$ cat config.mk
export PLATFORM = sky130hd
export DESIGN_NAME = seq_ctrl
export DESIGN_NICKNAME = d
export VERILOG_FILES = /design/src/rtl/seq_ctrl.sv
export SDC_FILE = /design/constraint.sdc
export NUM_CORES = 1
export LEC_CHECK = 0
export ABC_CLOCK_PERIOD_IN_PS = 10400
export BUFFER_PORTS_ARGS = -buffer_cell sky130_fd_sc_hd__buf_2
export CORE_ASPECT_RATIO = 1.5
export CORE_MARGIN = 3
export CORE_UTILIZATION = 55
export DETAILED_ROUTE_END_ITERATION = 12
export PLACE_DENSITY = 0.76
export SETUP_SLACK_MARGIN = 0.02
export SYNTH_ARGS = -nofsm -noshare
export SYNTH_HDL_FRONTEND = slang
export SYNTH_SLANG_ARGS = --single-unit
$ cat constraint.sdc
create_clock -name clk -period 10.4 [get_ports clk]
set_clock_uncertainty 0.2 [all_clocks]
set_input_delay 2.08 -clock clk [delete_from_list [all_inputs] [get_ports clk]]
set_output_delay 2.08 -clock clk [all_outputs]
set_load 0.02 [all_outputs]
$ cat src/rtl/seq_ctrl.sv
// seq_ctrl: multi-cycle FETCH/DECODE/EXEC/WB sequencer for an RV32I subset (OP, OP-IMM, BEQ/BNE, LUI).
// Define SEQ_CTRL_BARREL_SHIFT_EN for single-cycle shifts; otherwise shifts run one bit per EXEC cycle.
module seq_ctrl #(
    parameter logic [31:0] RESET_PC = 32'h0000_0000
) (
    input  logic        clk,
    input  logic        reset,
    output logic        imem_req,
    output logic [31:0] imem_addr,
    input  logic        imem_ack,
    input  logic [31:0] imem_rdata,
    output logic [4:0]  rf_raddr1,
    output logic [4:0]  rf_raddr2,
    input  logic [31:0] rf_rdata1,
    input  logic [31:0] rf_rdata2,
    output logic        rf_we,
    output logic [4:0]  rf_waddr,
    output logic [31:0] rf_wdata,
    output logic [31:0] pc,
    output logic        halt
);

    typedef enum logic [2:0] {S_FETCH, S_DECODE, S_EXEC, S_WB, S_HALT} state_t;

    state_t      r_state;
    logic [31:0] r_pc;
    logic [31:0] r_inst;
    logic [31:0] r_op1;
    logic [31:0] r_op2;
    logic [31:0] r_imm;
    logic [4:0]  r_cnt;
    logic        r_taken;
    logic        r_halt;
    logic        r_rf_we;
    logic [4:0]  r_rf_waddr;
    logic [31:0] r_rf_wdata;

    logic [4:0]  w_opcode;
    logic [2:0]  w_funct3;
    logic [6:0]  w_funct7;
    logic        w_isOp;
    logic        w_isOpImm;
    logic        w_isBranch;
    logic        w_isLui;
    logic        w_isShift;
    logic        w_legal;
    logic        w_taken;
    logic        w_writes;
    logic        w_execDone;
    logic [31:0] w_immI;
    logic [31:0] w_immB;
    logic [31:0] w_immU;
    logic [31:0] w_opB;
    logic [31:0] w_addSub;
    logic [31:0] w_step;
    logic [31:0] w_shiftRes;
    logic [31:0] w_result;

    assign w_opcode   = r_inst[6:2];
    assign w_funct3   = r_inst[14:12];
    assign w_funct7   = r_inst[31:25];
    assign w_isOp     = (w_opcode == 5'b01100);
    assign w_isOpImm  = (w_opcode == 5'b00100);
    assign w_isBranch = (w_opcode == 5'b11000);
    assign w_isLui    = (w_opcode == 5'b01101);
    assign w_isShift  = (w_isOp || w_isOpImm) && ((w_funct3 == 3'b001) || (w_funct3 == 3'b101));

    assign w_immI = {{20{r_inst[31]}}, r_inst[31:20]};
    assign w_immB = {{19{r_inst[31]}}, r_inst[31], r_inst[7], r_inst[30:25], r_inst[11:8], 1'b0};
    assign w_immU = {r_inst[31:12], 12'h000};

    always_comb begin
        w_legal = 1'b0;
        if (r_inst[1:0] == 2'b11) begin
            case (w_opcode)
                5'b01100: begin
                    case (w_funct3)
                        3'b000, 3'b101: w_legal = (w_funct7 == 7'b0000000) || (w_funct7 == 7'b0100000);
                        3'b001:         w_legal = (w_funct7 == 7'b0000000);
                        default:        w_legal = 1'b0;
                    endcase
                end
                5'b00100: begin
                    case (w_funct3)
                        3'b000:  w_legal = 1'b1;
                        3'b001:  w_legal = (w_funct7 == 7'b0000000);
                        3'b101:  w_legal = (w_funct7 == 7'b0000000) || (w_funct7 == 7'b0100000);
                        default: w_legal = 1'b0;
                    endcase
                end
                5'b11000: w_legal = (w_funct3 == 3'b000) || (w_funct3 == 3'b001);
                5'b01101: w_legal = 1'b1;
                default:  w_legal = 1'b0;
            endcase
        end
    end

    // Bit 30 selects SUB for OP and the arithmetic variant for right shifts.
    assign w_opB    = w_isOpImm ? r_imm : r_op2;
    assign w_addSub = (w_isOp && r_inst[30]) ? (r_op1 - w_opB) : (r_op1 + w_opB);
    assign w_taken  = w_funct3[0] ? (r_op1 != r_op2) : (r_op1 == r_op2);
    assign w_writes = (w_isOp || w_isOpImm || w_isLui) && (r_inst[11:7] != 5'd0);

`ifdef SEQ_CTRL_BARREL_SHIFT_EN
    logic [31:0] w_sra;
    assign w_sra      = $signed(r_op1) >>> r_cnt;
    assign w_shiftRes = (w_funct3 == 3'b001) ? (r_op1 << r_cnt) : (r_inst[30] ? w_sra : (r_op1 >> r_cnt));
    assign w_step     = r_op1;
    assign w_execDone = 1'b1;
`else
    // r_op1 doubles as the shift register; the last bit is taken combinationally on the final EXEC cycle.
    assign w_step     = (w_funct3 == 3'b001) ? {r_op1[30:0], 1'b0} : {r_inst[30] & r_op1[31], r_op1[31:1]};
    assign w_shiftRes = (r_cnt == 5'd0) ? r_op1 : w_step;
    assign w_execDone = !w_isShift || (r_cnt <= 5'd1);
`endif

    assign w_result = w_isLui ? r_imm : (w_isShift ? w_shiftRes : w_addSub);

    always_ff @(posedge clk or posedge reset) begin
        if (reset) begin
            r_state    <= S_FETCH;
            r_pc       <= RESET_PC;
            r_inst     <= 32'h0;
            r_op1      <= 32'h0;
            r_op2      <= 32'h0;
            r_imm      <= 32'h0;
            r_cnt      <= 5'd0;
            r_taken    <= 1'b0;
            r_halt     <= 1'b0;
            r_rf_we    <= 1'b0;
            r_rf_waddr <= 5'd0;
            r_rf_wdata <= 32'h0;
        end else begin
            case (r_state)
                S_FETCH: begin
                    if (imem_ack) begin
                        r_inst  <= imem_rdata;
                        r_state <= S_DECODE;
                    end
                end
                S_DECODE: begin
                    if (w_legal) begin
                        r_op1   <= rf_rdata1;
                        r_op2   <= rf_rdata2;
                        r_imm   <= w_isOpImm ? w_immI : (w_isBranch ? w_immB : w_immU);
                        r_cnt   <= w_isOp ? rf_rdata2[4:0] : r_inst[24:20];
                        r_state <= S_EXEC;
                    end else begin
                        r_halt  <= 1'b1;
                        r_state <= S_HALT;
                    end
                end
                S_EXEC: begin
                    if (w_execDone) begin
                        r_rf_we    <= w_writes;
                        r_rf_waddr <= r_inst[11:7];
                        r_rf_wdata <= w_result;
                        r_taken    <= w_isBranch && w_taken;
                        r_state    <= S_WB;
                    end else begin
                        r_op1 <= w_step;
                        r_cnt <= r_cnt - 5'd1;
                    end
                end
                S_WB: begin
                    r_rf_we <= 1'b0;
                    r_pc    <= r_taken ? (r_pc + r_imm) : (r_pc + 32'd4);
                    r_state <= S_FETCH;
                end
                default: r_state <= S_HALT;
            endcase
        end
    end

    assign imem_req  = (r_state == S_FETCH);
    assign imem_addr = r_pc;
    assign rf_raddr1 = r_inst[19:15];
    assign rf_raddr2 = r_inst[24:20];
    assign rf_we     = r_rf_we;
    assign rf_waddr  = r_rf_waddr;
    assign rf_wdata  = r_rf_wdata;
    assign pc        = r_pc;
    assign halt      = r_halt;

endmodule

### Word-level counts from Yosys, hierarchy flattened

Index checks and enable logic that the tools add are counted.
W data, S select, Z words.

* flip-flop bits (word level): 208
* bits of input ports: 99
* output and inout port bits: 114
* logic and storage cells: 90

* add/subtract/negate cells: 5
* order comparisons: 1
* equality and inequality tests: 17
* muxes and demuxes: 27
* bitwise operators: 2
* reduce and logical (&&, ||, !) cells: 26

Operators with widths (number)
* $mux W32: 9
* $add A32 B32 Y32: 2
* $pmux W32 S2: 1
* $mux W31: 2
* $add A32 B3 Y32 const B: 1
* $eq A32 B32 Y1: 1
* $ne A32 B32 Y1: 1
* $sub A32 B32 Y32: 1
* $mux W5: 3
* $pmux W3 S4: 1
* $reduce_and A2 Y1: 6
* $eq A5 B4 Y1 const B: 2
* $pmux W5 S2: 1
* $mux W3: 3
* $eq A7 B6 Y1 const B: 1
* $logic_not A7 Y1: 1
* $eq A3 B1 Y1 const B: 2
* $eq A3 B2 Y1 const B: 2
* $logic_not A3 Y1: 2
* $logic_or A1 B1 Y1: 6
* $ne A2 B2 Y1 const B: 3
* $eq A5 B3 Y1 const B: 1
* $eq A5 B5 Y1 const B: 1
* $le A5 B1 Y1 const B: 1
* 17 further kinds: 24

### Longest topological paths before layout

* depth in word-level cells: 7
* depth in mapped cells: 21
* depth with buffers taken out: 19

### Worst setup path before layout

Ideal clock, no wire load.

* kind: reg2reg
* start point: register r_inst[3]
* end point: register r_rf_wdata[24], in the netlist rf_wdata[24]
* setup time: 0.134 ns
* data arrival time: 4.639 ns
* required time: 10.066 ns
* setup slack: 5.427 ns
* cell stages (with the launch flop): 21
* path through: dfrtp_1 buf_2 or4b_1 buf_2 nor2_1 buf_2 buf_2 buf_2 mux2i_1 xnor2_1 fa_1 a21oi_1 o211ai_1 nand4_1 a21o_1 a21oi_1 o311ai_0 a21boi_0 o21a_1 nor4_1 o31ai_1

* word-level cells in the longest chain between the ends: 6

RTL lines
* from (decl): line 27 `logic [31:0] r_inst;`
* from (signal assigned): line 137 `r_inst <= imem_rdata;`
* $eq A5 B3 Y1 / $eq A5 B4 Y1 (equally long branches): line 63, 62
* $mux W32 / $logic_or A1 B1 Y1 (equally long branches): line 99, 66
* $add A32 B32 Y32, or another cell as far along: line 100 `assign w_addSub = (w_isOp && r_inst[30]) ? (r_op1 - w_opB) : (r_op1 + w_opB);`
* $mux W32 / $logic_not A1 Y1 (equally long branches): line 100, 114
* $mux W32 / $logic_or A1 B1 Y1 (equally long branches): line 117, 114
* $mux W32 / $reduce_and A2 Y1 (equally long branches)
* to (signal assigned): line 157 `r_rf_wdata <= w_result;`
* to (decl): line 36 `logic [31:0] r_rf_wdata;`

Parallel ways exist; a longest one is shown, timed or not.
A chain may end at the register's enable or synchronous reset.

### Final worst setup path

* start point: register r_inst[5]
* end point: register r_rf_wdata[24], in the netlist rf_wdata[24]

Same word-level chain as after synthesis.

==> flow_summary_export.csv <==
group,metric,value,unit
clock_network,cts_hold_bufs,0,
power_and_ir_drop,psw,1.10,mW
timing,worstMarginPinSlew,1200,ps
clock_network,cts_sinks,208,
yosys,ys_async_sr_fraction,1.00,
worst_hold_path,worstHoldPathType,"flop to flop",
yosys,synth_area,15100,µm²
clock_network,clock_path_buffers,3,
placement,placedInstanceArea,16000,µm²
final_layout,layout.cells.most_common,"buf_2",
clock_network,cts_tree,"done",
clock_network,insertion_delay,540,ps
final_layout,layout.nets,2080,
power_and_ir_drop,power.combinational.fraction,0.346,
yosys,synth_enable_flop_cells,0,
clock_network,post_cts.resized_instances,0,
routing,detail-route-antenna-nets,0,
timing,period_needed,6070,ps
power_and_ir_drop,intPower,1.85,mW
yosys,synth_top_family_by_area,"compound AO/OA/AOI/OAI gates",
final_layout,nFillCells,2338,
run_status,run_status,"finished, final reports clean",
clock_network,number_of_clock_buffers_inserted_by_tritoncts,22,
timing,max_slew_margin,0.197,
floorplan,std_cell_rows,73,
routing,drtPass1Iterations,7,
routing,route.detailed.vias_per_inst,6.20,
routing,first_iteration_detailed_routing_drc_count,1029,
power_and_ir_drop,share_clk_of_total_power,0.294,
critical_path,worst-path-max-fanout,20,
yosys,synth.avg_cell_area,8.37,µm²
yosys,synth_register_bits,208,
final_layout,area_growth,11.0,%
clock_network,clkSlewWorstSetupHoldPaths,70,ps
power_and_ir_drop,power.density,175,nW/µm²
global_route,grt_start_max_net_pins,135,
placement,placement.io_buffers,212,
floorplan,die_y,209,µm
yosys,syn-instance-count,1805,
timing,report.final.slew_viol_count,0,
floorplan,start_util,0.565,
power_and_ir_drop,worst_ir_drop_vdd,0.212,mV
yosys,synth_mux_area_frac,0.0949,
timing,achievable_frequency,165,MHz
yosys,synth-main-ff-cell,"dfrtp_1",
yosys,synthDistinctLibCells,71,
yosys,synth_fa_ha_area_frac,0.0573,
global_route,grt_pass1_vias,13912,
timing,timing.final.crit_share,0.584,
routing,routedWlPerCell,21.7,µm
timing,setup_viol_count_final,0,
floorplan,ios,213,
critical_path,timing_worst_setup_path_type,"flop to flop",
global_route,grt-ovfl-total,0,
global_route,groute.usage.overall,0.330,
clock_network,cts_post_setup_buffers_inserted,0,
power_and_ir_drop,sequentialPowerShare,0.360,
yosys,synth-compound-area-share,0.213,
yosys,synth_sequential_area_ratio,0.344,
critical_path,worst_setup_path_end_kind,"flop",
run,max-cap-violations,0,
final_layout,final_cell_mix,"buf_2, dfrtp_1, a21oi_1",
critical_path,crit_required,10600,ps
critical_path,arrival,6270,ps
timing,hold_viol,0,
placement,place.gp.congestion,0.975,
floorplan,die_width,141,µm
yosys,synth_xor_xnor_area_share,0.0661,
yosys,yosys.area_share.simple,0.170,
routing,route.final.wire_length,49.3,mm
clock_network,cts_root_buf,"clkbuf_16",
global_route,grt_pass1_wl,77.2,mm
timing,timing.setup.tns,0,ps
timing,setup_repair_after_global_routing_missed_its_margin,"false",
power_and_ir_drop,total_leakage_power,7.55,nW
final_layout,non_filler_cell_area_final,16800,µm²
final_layout,drive_above_1_share,0.181,
routing,detail_route.drc_violations,0,
clock_network,htree_levels,1,
yosys,number_of_nets_in_the_synthesized_netlist,1972,
critical_path,worst_setup_path_start_kind,"flop",
global_route,antenna_found_initial,0,
floorplan,die-area,29500,µm²
routing,num_vias,14059,
floorplan,core_region_area,26800,µm²
yosys,ys_warn_count,0,
placement,dp_hpwl,36.8,mm
power_and_ir_drop,switching_share,0.373,
[sequential cells by signal (all words and copies together) (netlist names)]
register   flops
imem_addr     32
r_imm         32
r_inst        32
r_op1         32
r_op2         32
rf_wdata      32
r_cnt          5
rf_waddr       5
r_state        3
halt           1
r_taken        1
rf_we          1
[worst paths after layout]
check | start | endpoint | slack [ps] | cells past startpoint
min reg2reg | rf_wdata[16]$_DFFE_PP0P_ | rf_wdata[16]$_DFFE_PP0P_ | 280 | 2
min in group asynchronous | reset | imem_addr[4]$_DFFE_PP0P_ | 1570 | 2
min | rf_wdata[16]$_DFFE_PP0P_ | rf_wdata[16]$_DFFE_PP0P_ | 280 | 2
max in group asynchronous | reset | r_op1[25]$_DFFE_PP0P_ | 6900 | 3
max reg2reg | r_inst[5]$_DFFE_PP0P_ | rf_wdata[24]$_DFFE_PP0P_ | 4330 | 16
max | r_inst[5]$_DFFE_PP0P_ | rf_wdata[24]$_DFFE_PP0P_ | 4330 | 16
[per-stage QoR]
stage                     setup WS, ps  hold slack (ps)  utilization  instances  power, mW
after floorplan                   2440              271            -       1805       1.79
after global routing              4040              301        0.626       2264       3.09
final                             4330              276        0.627       2266       2.94
after global placement            4650              253        0.597       2226       2.06
after detailed placement          4470              258        0.597       2226       2.07
after CTS                         4460              279        0.626       2264       2.94
[cells by family after synthesis]
group,count (synthesis)
AND/OR/NAND/NOR,568
AO/OA/AOI/OAI,546
flip-flops,208
buffers and inverters,166
multiplexers,135
XOR/XNOR,114
adder cells (fa/ha/maj),68
[routing by layer]
metal | vias up | GRT usage | share of wire
li1 | 6661 | - | -
met1 | 6676 | 0.408 | 0.38
met2 | 568 | 0.562 | 0.49
met3 | 154 | 0.0378 | 0.066
met4 | 0 | 0.172 | 0.061
met5 | - | 0 | 0
[Yosys cell counts (6+ instances only)]
cell type / instances / area [µm²]
a221oi_1: 8 / 70.1
a21oi_1: 206 / 1030
o211ai_1: 7 / 52.6
or3_1: 11 / 68.8
buf_4: 42 / 315
o21ai_0: 160 / 801
o21ai_1: 10 / 50.1
ha_1: 66 / 826
dfrtp_1: 208 / 5200
mux2i_1: 69 / 691
inv_1: 27 / 101
buf_1: 13 / 48.8
and3_1: 11 / 68.8
o22a_1: 6 / 52.6
a31oi_1: 13 / 81.3
a211oi_1: 32 / 240
o21a_1: 9 / 67.6
nor2b_1: 7 / 43.8
xnor2_1: 76 / 666
nor3_1: 40 / 200
nor4_1: 10 / 62.6
o22ai_1: 9 / 56.3
o21bai_1: 8 / 60.1
clkbuf_1: 69 / 259
nor2_1: 183 / 687
o31ai_1: 10 / 75.1
a21o_1: 23 / 173
buf_2: 11 / 55.1
nand2b_1: 6 / 37.5
nand3_1: 32 / 160
and2_1: 11 / 68.8
nand2_1: 204 / 766
a22oi_1: 9 / 67.6
mux2_2: 66 / 743
xor2_1: 38 / 333
nand4_1: 21 / 131
[power by group through the flow]
stage | clock [mW] | combinational (mW) | sequential (mW)
6_report | 0.864 | 1.02 | 1.06
2_1_floorplan | 0 | 0.806 | 0.983
5_1_grt | 0.906 | 1.12 | 1.07
3_5_place_dp | 0 | 1.00 | 1.07
3_3_place_gp | 0 | 0.998 | 1.06
4_1_cts | 0.877 | 1.01 | 1.05
[critical path, stage by stage, from the launching register on]
cell      delay, ps
dfrtp_1         530
nand3b_1        190
nor3_1          940
and2_1          820
a21oi_1         130
xor2_1          210
ha_1            330
a21oi_1         270
o211ai_1        240
nand4_1         150
a21o_1          170
a21oi_1         120
o311ai_0        760
a21boi_0        260
o21a_1          220
nor4_1          290
o31ai_1         110
[cell type report]
cell class / count / area, µm² / area share
Clock buffer: 24 / 558 / 0.0333
Multi-Input combinational cell: 1431 / 9110 / 0.543
Tap cell: 337 / 422 / 0.0251
Sequential cell: 208 / 5200 / 0.310
Inverter: 27 / 109 / 0.00649
Clock inverter: 14 / 220 / 0.0131
Timing Repair Buffer: 223 / 1140 / 0.0682
Antenna cell: 2 / 5.00 / 0.000298
Note: power is estimated with default switching activity, not from simulation.
